`src/rtl/carbon_boot_init_seq_pkg.sv`:
```
// Shared types and constants for the boot-time CSR init sequencer.
// Holds the FSM state encoding, table limits and the default CSR map entries.
package carbon_boot_pkg;

  localparam int unsigned CARBON_BOOT_MAX_ENT = 32;
  localparam int unsigned CARBON_BOOT_MAX_TGT = 8;

  localparam logic [31:0] CARBON_CSR_MODEFLAGS      = 32'h0000_0008;
  localparam logic [31:0] CARBON_CSR_8097_MODEFLAGS = 32'h0000_0108;
  localparam logic [31:0] CARBON_CSR_8097_TIER      = 32'h0000_010C;

  typedef enum logic [2:0] {
    ISSUE,
    WAIT,
    VISSUE,
    VWAIT,
    NEXT,
    RELEASE,
    DONE,
    FAULT
  } seq_state_e;

  typedef struct packed {
    logic [2:0]  tgt;
    logic [31:0] addr;
    logic [31:0] wdata;
  } boot_ent_t;

endpackage

```
`src/rtl/carbon_boot_init_seq_if.sv`:
```
// CSR request/response bundle between the init sequencer (master) and the
// per-target CSR master front-ends (slave); read data is flat, 32 bits per target.
interface carbon_boot_init_seq_if #(
  parameter int unsigned N_TGT = 2
);
  logic [N_TGT-1:0]    csr_start;
  logic                csr_write;
  logic [31:0]         csr_addr;
  logic [31:0]         csr_wdata;
  logic [N_TGT-1:0]    csr_busy;
  logic [N_TGT-1:0]    csr_done;
  logic [N_TGT-1:0]    csr_fault;
  logic [N_TGT*32-1:0] csr_rdata;

  modport master (
    output csr_start, csr_write, csr_addr, csr_wdata,
    input  csr_busy, csr_done, csr_fault, csr_rdata
  );

  modport slave (
    input  csr_start, csr_write, csr_addr, csr_wdata,
    output csr_busy, csr_done, csr_fault, csr_rdata
  );
endinterface

```
`src/rtl/carbon_boot_init_seq.sv`:
```
// Table-driven boot CSR write sequencer with retry, then a single CPU run pulse.
// Optional read-back verification of every write: define CARBON_BOOT_INIT_VERIFY_EN.
module carbon_boot_init_seq
  import carbon_boot_pkg::*;
#(
  parameter int unsigned N_TGT            = 2,
  parameter int unsigned N_ENT            = 3,
  parameter int unsigned ENT_TGT   [N_ENT] = '{0, 1, 1},
  parameter logic [31:0] ENT_ADDR  [N_ENT] = '{CARBON_CSR_MODEFLAGS,
                                               CARBON_CSR_8097_MODEFLAGS,
                                               CARBON_CSR_8097_TIER},
  parameter logic [31:0] ENT_WDATA [N_ENT] = '{32'h0, 32'h0, 32'h0},
  parameter int unsigned MAX_RETRY        = 2,
  parameter bit          RELEASE_ON_FAULT = 1'b0
) (
  input  logic                   clk,
  input  logic                   rst_n,
  input  logic                   restart,
  carbon_boot_init_seq_if.master csr,
  output logic                   halt_req,
  output logic                   run_pulse,
  output logic                   init_done,
  output logic                   init_fault,
  output logic [4:0]             fault_index
);

  if (N_ENT > CARBON_BOOT_MAX_ENT) begin : g_bad_ent
    $fatal(1, "carbon_boot_init_seq: N_ENT=%0d exceeds %0d", N_ENT, CARBON_BOOT_MAX_ENT);
  end
  if (N_TGT < 1 || N_TGT > CARBON_BOOT_MAX_TGT) begin : g_bad_ntgt
    $fatal(1, "carbon_boot_init_seq: N_TGT=%0d out of range", N_TGT);
  end
  for (genvar i = 0; i < N_ENT; i++) begin : g_chk_tgt
    if (ENT_TGT[i] >= N_TGT) begin : g_bad_tgt
      $fatal(1, "carbon_boot_init_seq: ENT_TGT[%0d]=%0d >= N_TGT", i, ENT_TGT[i]);
    end
  end

  // An empty table goes straight to releasing the CPU.
  localparam seq_state_e START_ST = (N_ENT == 0) ? RELEASE : ISSUE;
  localparam logic [4:0] LAST_ENT = 5'(N_ENT - 1);
  localparam logic [3:0] MAX_R    = 4'(MAX_RETRY);

  function automatic boot_ent_t ent_at(input logic [4:0] idx);
    boot_ent_t e;
    e = '0;
    for (int i = 0; i < int'(N_ENT); i++) begin
      if (idx == 5'(i)) begin
        e.tgt   = 3'(ENT_TGT[i]);
        e.addr  = ENT_ADDR[i];
        e.wdata = ENT_WDATA[i];
      end
    end
    return e;
  endfunction

  seq_state_e       state, state_n;
  logic [4:0]       entry, entry_n;
  logic [3:0]       retry, retry_n;
  logic [N_TGT-1:0] start_q, start_n;
  logic             write_q, write_n;
  logic [31:0]      addr_q, addr_n;
  logic [31:0]      wdata_q, wdata_n;
  logic             halt_n, run_n, done_n, fault_n;
  logic [4:0]       fidx_n;
  logic             attempt_failed;

  boot_ent_t        cur, nxt;
  logic [N_TGT-1:0] tgt_oh;
  logic             sel_busy, sel_done, sel_fault;

  assign cur       = ent_at(entry);
  assign nxt       = ent_at(entry_n);
  assign tgt_oh    = N_TGT'(1) << cur.tgt;
  assign sel_busy  = |(csr.csr_busy  & tgt_oh);
  assign sel_done  = |(csr.csr_done  & tgt_oh);
  assign sel_fault = |(csr.csr_fault & tgt_oh);

`ifdef CARBON_BOOT_INIT_VERIFY_EN
  logic [31:0] sel_rdata;
  logic        unused_bits;
  assign unused_bits = ^{cur.addr, nxt.tgt};

  always_comb begin
    sel_rdata = '0;
    for (int t = 0; t < int'(N_TGT); t++) begin
      if (cur.tgt == 3'(t)) sel_rdata = csr.csr_rdata[32*t +: 32];
    end
  end
`else
  logic unused_bits;
  assign unused_bits = ^{csr.csr_rdata, cur.addr, cur.wdata, nxt.tgt};
`endif

  // NOTE: every variable gets its hold/idle value first so no path can infer a latch.
  always_comb begin
    state_n        = state;
    entry_n        = entry;
    retry_n        = retry;
    start_n        = '0;
    run_n          = 1'b0;
    halt_n         = halt_req;
    done_n         = init_done;
    fault_n        = init_fault;
    fidx_n         = fault_index;
    attempt_failed = 1'b0;

    case (state)
      ISSUE: begin
        if (!sel_busy) begin
          start_n = tgt_oh;
          state_n = WAIT;
        end
      end
      WAIT: begin
        if (sel_done) begin
          if (sel_fault) attempt_failed = 1'b1;
`ifdef CARBON_BOOT_INIT_VERIFY_EN
          else           state_n = VISSUE;
`else
          else           state_n = NEXT;
`endif
        end
      end
`ifdef CARBON_BOOT_INIT_VERIFY_EN
      VISSUE: begin
        if (!sel_busy) begin
          start_n = tgt_oh;
          state_n = VWAIT;
        end
      end
      VWAIT: begin
        if (sel_done) begin
          if (sel_fault || sel_rdata != cur.wdata) attempt_failed = 1'b1;
          else                                     state_n = NEXT;
        end
      end
`endif
      NEXT: begin
        retry_n = '0;
        if (entry == LAST_ENT) begin
          state_n = RELEASE;
        end else begin
          entry_n = entry + 5'd1;
          state_n = ISSUE;
        end
      end
      RELEASE: begin
        halt_n  = 1'b0;
        run_n   = 1'b1;
        state_n = DONE;
      end
      DONE, FAULT: begin
        if (state == DONE) done_n = 1'b1;
        if (restart) begin
          state_n = START_ST;
          entry_n = '0;
          retry_n = '0;
          halt_n  = 1'b1;
          done_n  = 1'b0;
          fault_n = 1'b0;
        end
      end
      default: state_n = START_ST;
    endcase

    // A failed attempt always restarts from the write of the same entry.
    if (attempt_failed) begin
      if (retry < MAX_R) begin
        retry_n = retry + 4'd1;
        state_n = ISSUE;
      end else begin
        fidx_n  = entry;
        fault_n = 1'b1;
        state_n = FAULT;
        if (RELEASE_ON_FAULT) begin
          halt_n = 1'b0;
          run_n  = 1'b1;
        end
      end
    end

`ifdef CARBON_BOOT_INIT_VERIFY_EN
    write_n = !(state_n inside {VISSUE, VWAIT});
`else
    write_n = 1'b1;
`endif
    if (state_n inside {ISSUE, WAIT, VISSUE, VWAIT}) begin
      addr_n  = nxt.addr;
      wdata_n = nxt.wdata;
    end else begin
      addr_n  = addr_q;
      wdata_n = wdata_q;
    end
  end

  // NOTE: state registers use non-blocking assignments so all flops update together.
  always_ff @(posedge clk or negedge rst_n) begin
    if (!rst_n) begin
      state       <= START_ST;
      entry       <= '0;
      retry       <= '0;
      start_q     <= '0;
      write_q     <= 1'b1;
      addr_q      <= '0;
      wdata_q     <= '0;
      halt_req    <= 1'b1;
      run_pulse   <= 1'b0;
      init_done   <= 1'b0;
      init_fault  <= 1'b0;
      fault_index <= '0;
    end else begin
      state       <= state_n;
      entry       <= entry_n;
      retry       <= retry_n;
      start_q     <= start_n;
      write_q     <= write_n;
      addr_q      <= addr_n;
      wdata_q     <= wdata_n;
      halt_req    <= halt_n;
      run_pulse   <= run_n;
      init_done   <= done_n;
      init_fault  <= fault_n;
      fault_index <= fidx_n;
    end
  end

  assign csr.csr_start = start_q;
  assign csr.csr_write = write_q;
  assign csr.csr_addr  = addr_q;
  assign csr.csr_wdata = wdata_q;

endmodule

```
`src/flat_wrapper.sv`:
```
// flat-port wrapper written by rule: the top's interface ports become plain ports
module carbon_boot_init_seq_flat import carbon_boot_pkg::*;
#(
  parameter int unsigned N_TGT            = 2,
  parameter int unsigned N_ENT            = 3,
  parameter int unsigned ENT_TGT   [N_ENT] = '{0, 1, 1},
  parameter logic [31:0] ENT_ADDR  [N_ENT] = '{CARBON_CSR_MODEFLAGS,
                                               CARBON_CSR_8097_MODEFLAGS,
                                               CARBON_CSR_8097_TIER},
  parameter logic [31:0] ENT_WDATA [N_ENT] = '{32'h0, 32'h0, 32'h0},
  parameter int unsigned MAX_RETRY        = 2,
  parameter bit          RELEASE_ON_FAULT = 1'b0
)
  (clk, rst_n, restart, halt_req, run_pulse, init_done, init_fault, fault_index, csr_csr_start, csr_csr_write, csr_csr_addr, csr_csr_wdata, csr_csr_busy, csr_csr_done, csr_csr_fault, csr_csr_rdata);
  carbon_boot_init_seq_if #(.N_TGT(N_TGT)) csr_i ();
  input  logic clk;
  input  logic rst_n;
  input  logic restart;
  output logic halt_req;
  output logic run_pulse;
  output logic init_done;
  output logic init_fault;
  output logic [4:0] fault_index;
  output wire logic [$bits(csr_i.csr_start)-1:0] csr_csr_start;
  output wire logic [$bits(csr_i.csr_write)-1:0] csr_csr_write;
  output wire logic [$bits(csr_i.csr_addr)-1:0] csr_csr_addr;
  output wire logic [$bits(csr_i.csr_wdata)-1:0] csr_csr_wdata;
  input wire logic [$bits(csr_i.csr_busy)-1:0] csr_csr_busy;
  input wire logic [$bits(csr_i.csr_done)-1:0] csr_csr_done;
  input wire logic [$bits(csr_i.csr_fault)-1:0] csr_csr_fault;
  input wire logic [$bits(csr_i.csr_rdata)-1:0] csr_csr_rdata;
  assign csr_csr_start = csr_i.csr_start;
  assign csr_csr_write = csr_i.csr_write;
  assign csr_csr_addr = csr_i.csr_addr;
  assign csr_csr_wdata = csr_i.csr_wdata;
  assign csr_i.csr_busy = csr_csr_busy;
  assign csr_i.csr_done = csr_csr_done;
  assign csr_i.csr_fault = csr_csr_fault;
  assign csr_i.csr_rdata = csr_csr_rdata;
  carbon_boot_init_seq #(.N_TGT(N_TGT), .N_ENT(N_ENT), .ENT_TGT(ENT_TGT), .ENT_ADDR(ENT_ADDR), .ENT_WDATA(ENT_WDATA), .MAX_RETRY(MAX_RETRY), .RELEASE_ON_FAULT(RELEASE_ON_FAULT)) u_core (.clk(clk), .rst_n(rst_n), .restart(restart), .csr(csr_i), .halt_req(halt_req), .run_pulse(run_pulse), .init_done(init_done), .init_fault(init_fault), .fault_index(fault_index));
endmodule
```
`config.mk`:
```
export PLATFORM = sky130hd
export DESIGN_NAME = carbon_boot_init_seq_flat
export DESIGN_NICKNAME = d
export VERILOG_FILES = /design/src/rtl/carbon_boot_init_seq_pkg.sv /design/src/rtl/carbon_boot_init_seq_if.sv /design/src/rtl/carbon_boot_init_seq.sv /design/src/flat_wrapper.sv
export SDC_FILE = /design/constraint.sdc
export NUM_CORES = 1
export LEC_CHECK = 0
export BUFFER_PORTS_ARGS = -buffer_cell sky130_fd_sc_hd__buf_2
export CORE_MARGIN = 1
export CORE_UTILIZATION = 36
export CTS_CLUSTER_DIAMETER = 50
export DETAILED_ROUTE_END_ITERATION = 8
export PLACE_DENSITY = 0.8
export SLEW_MARGIN = 10
export SYNTH_ARGS = -nofsm -noshare
export SYNTH_HDL_FRONTEND = slang
export SYNTH_SLANG_ARGS = --single-unit
```
`constraint.sdc`:
```
create_clock -name clk -period 1.8 [get_ports clk]
set_input_delay 0.09 -clock clk [delete_from_list [all_inputs] [get_ports clk]]
set_output_delay 0.09 -clock clk [all_outputs]
set_load 0.02 [all_outputs]
```
==> results.md <==
* Status: finished, violations left
* Violated checks: setup timing
* Top-area cell type share of the netlist area at roughly 34%
* CP Max Fanout at 6
* Total I/O pin count at between 100 and 150
* Top post-synthesis cells by area: dfrtp_1 34%, buf_4 25%, nand2_1 4.6%
* Overall Global Routing Usage at 14.2%
* Die Ht at ~74 um
* Number of synthesized register bits at 26
* PnR Total Power at ~4.0 mW
* Pins Over Slew Limit at 0
* Post-synthesis async set-or-reset flop share at 100%
* DP Worst Slack at -0.147 ns
* Largest net degree at the start of global routing at 27
* First drt pass iteration count at 4
* Worst EP required at between 1.5 and 2 ns
* Drt via density at ~4.5
* CTS clk-pin slew, worst paths at roughly 0.09 ns
* VDD IR max at between 0.8 and 0.9 mV
* Final period utilization at 104%
* Setup CP Type: reg -> reg
* Core Footprint at about 4800 sq um
* # setup viols final at 8
* # port buffers at 22
* Synth Flop Type: dfrtp_1
* Finished Layout Cells at between 300 and 400
* Post-synth EDFFs at 0
* Maxcap violations at 0
* Synth Cell Area at approximately 1900 sq um
* First-pass GRT wire length at between 5000 and 6000 um
* Die X at about 74 um
* Grt ovf at 0
* Unrepaired setup endpoints after global routing: true
* TritonCTS buffer count at 3
* Mean post-synth cell area at a little over 9 sq um
* Tightest Pin Transition at about 0.59 ns
* FILL cells at about 430
* LEAKAGE at ~1.2 nW
* TritonCTS clock tree: done
* # DRC at 0
* Total wire length at 4170 um
* Clk buf depth at 2
* Mapped Cells at between 200 and 250
* Initial Util at 38.5%
* Worst EP arrival at between 2 and 2.5 ns
* DR iter-0 viols at 56
* Die ar. at roughly 5500 sq um
* Yosys warns at 0
* Final setup margin at -0.0794 ns
* P&R area growth vs syn at 26.6%
* Site Rows at 25
* DP Cell Count at between 300 and 400
* Layout Nets at 340
* DP Wirelength at between 2000 and 3000 um
* Clock Latency Late Sink at between 0.2 and 0.3 ns
* Synth cell types at 42
* Max frequency at 532 MHz
* Cell taking the most area after synthesis: dfrtp_1
* Routed Antenna Nets at 0
* Slew headroom at between 60% and 70%
* Tightest Hold Check Type: in -> reg
* Initial antenna violation count at 0
* Antenna Cells at 0
* Number of global-route vias before repair at 1265
* Clk root buf: clkbuf_8
* CTS sink count at 26
* Cell Pwr Density at roughly 1700 nW/um^2
* Setup crit end kind: register
* Fin. Hold Viols at 0
* Final Skew at 0.00734 ns
* DR WL/cell at 12.7 um
* Crit path time final at ~1.9 ns
* CP startpoint kind: register
* Layout cell share with drive strength beyond 1 at about two fifths
* Seq/Total Area, Yosys at between 30% and 40%
* DR vias at between 1000 and 1500
* Core Util, Final at approximately half
* Placer Congestion at just over 0.9
* Htree depth at 1
[cell usage after synthesis, types with 2 or more instances]
library cell	number
mux2i_1	2
buf_4	62
nor2_1	7
inv_1	5
o31ai_1	6
o21ai_0	13
nor4b_1	2
conb_1	2
and2_1	3
buf_2	2
ha_1	4
nor2b_1	3
nand2_1	23
buf_6	2
dfrtp_1	25
a21oi_1	6
a31oi_1	2
o21a_1	2
nand3_1	5
nor3b_1	2
a22o_1	3
o211ai_1	3
[logic make-up (layout without fill, tap and decap cells)]
| logic type | count (synthesis) | after routing | synth area share [%] |
|---|---|---|---|
| AO/OA/AOI/OAI | 43 | 43 | 16.5 |
| XOR/XNOR | 1 | 1 | 0.469 |
| adder cells (fa/ha/maj) | 4 | 4 | 2.68 |
| buffers and inverters | 71 | 69 | 27.7 |
| flip-flops | 26 | 26 | 34.9 |
| multiplexers | 2 | 2 | 1.07 |
| other | 2 | 62 | 0.402 |
| AND/OR/NAND/NOR | 55 | 55 | 16.3 |
[worst paths after layout]
check | from | endpoint | slack (ns) | depth (start not counted)
setup / recovery | u_core.entry[4] | u_core.csr.csr_addr[8] | -0.08 | 5
min in group asynchronous | rst_n | u_core.state[1] | 0.35 | 2
setup reg to reg | u_core.entry[4] | u_core.csr.csr_addr[8] | -0.08 | 5
hold reg to reg | u_core.fault_index[2] | u_core.fault_index[2] | 0.47 | 2
max in group asynchronous | rst_n | u_core.csr.csr_addr[2] | 1.06 | 2
hold / removal | restart | u_core.halt_req | 0.13 | 3
[state kept, by name, indices dropped and copies added, names as in the netlist]
register,count
u_core.csr.csr_addr,3
u_core.csr.csr_start,2
u_core.entry,5
u_core.fault_index,5
u_core.halt_req,1
u_core.init_done,1
u_core.init_fault,1
u_core.retry,4
u_core.run_pulse,1
u_core.state,3
[cells in the final DEF (no fill, tap or decap), types with 3 or more instances in the layout]
cell           synthesis  layout
conb_1                 2      62
buf_4                 62      30
dfrtp_1               25      25
buf_2                  2      22
nand2_1               23      17
o21ai_0               13       8
nand2_2                0       6
nor2_1                 7       5
inv_1                  5       4
nand3_1                5       4
clkbuf_8               0       4
buf_6                  2       4
and2_1                 3       3
a21oi_1                6       3
nor4b_4                1       3
nor2b_1                3       3
o211ai_1               3       3
a21oi_2                0       3
o21ai_4                0       3
dlygate4sd3_1          0       3
[metal layers]
layer	wire length, um	GRT usage [%]	vias up
met4	118	6.41	0
li1	-	-	681
met3	261	3.66	13
met2	2040	23.6	72
met5	0	0	-
met1	1750	17.3	713
[metrics by stage]
step | cell area (sq um) | hold slack, ns | TNS (ns)
global placement | 2030 | 0.120 | -0.162
global route | 2360 | 0.155 | -1.01
finish | 2360 | 0.130 | -0.312
CTS | 2220 | 0.125 | -0.194
floorplan | 2120 | -0.206 | -0.196
detailed placement | 2030 | 0.142 | -0.444
[timing repair]
action | in CTS | in global routing
hold buffers | 3 | 0
gates resized for setup | 16 | 28
pin swaps | 7 | 10
hold endpoints to repair | 27 | 0
endpoints found under the setup margin | 13 | 14
buffers inserted | 4 | 6
[power breakdown]
group	total [mW]	switching, mW	internal, mW
Clock	0.382	0.187	0.196
Combinational	2.63	1.42	1.21
Sequential	0.971	0.159	0.813
Total	3.98	1.77	2.22
[critical path: stages, from the launching register on]
cell      delay, ns
dfrtp_1        0.39
or3_4          0.45
or2_4          0.27
o211ai_1       0.32
nand2b_4       0.26
o31ai_4        0.08
[layout make-up]
cell class,count,area (sq um),share of cell area (%)
clock buffer,4,55.1,2.33
inverter,5,18.8,0.794
multi-input combinational,167,1120,47.5
sequential,26,652,27.6
tap,67,83.8,3.55
timing repair buffer,60,430,18.2
(Power assumes the default switching activity.)
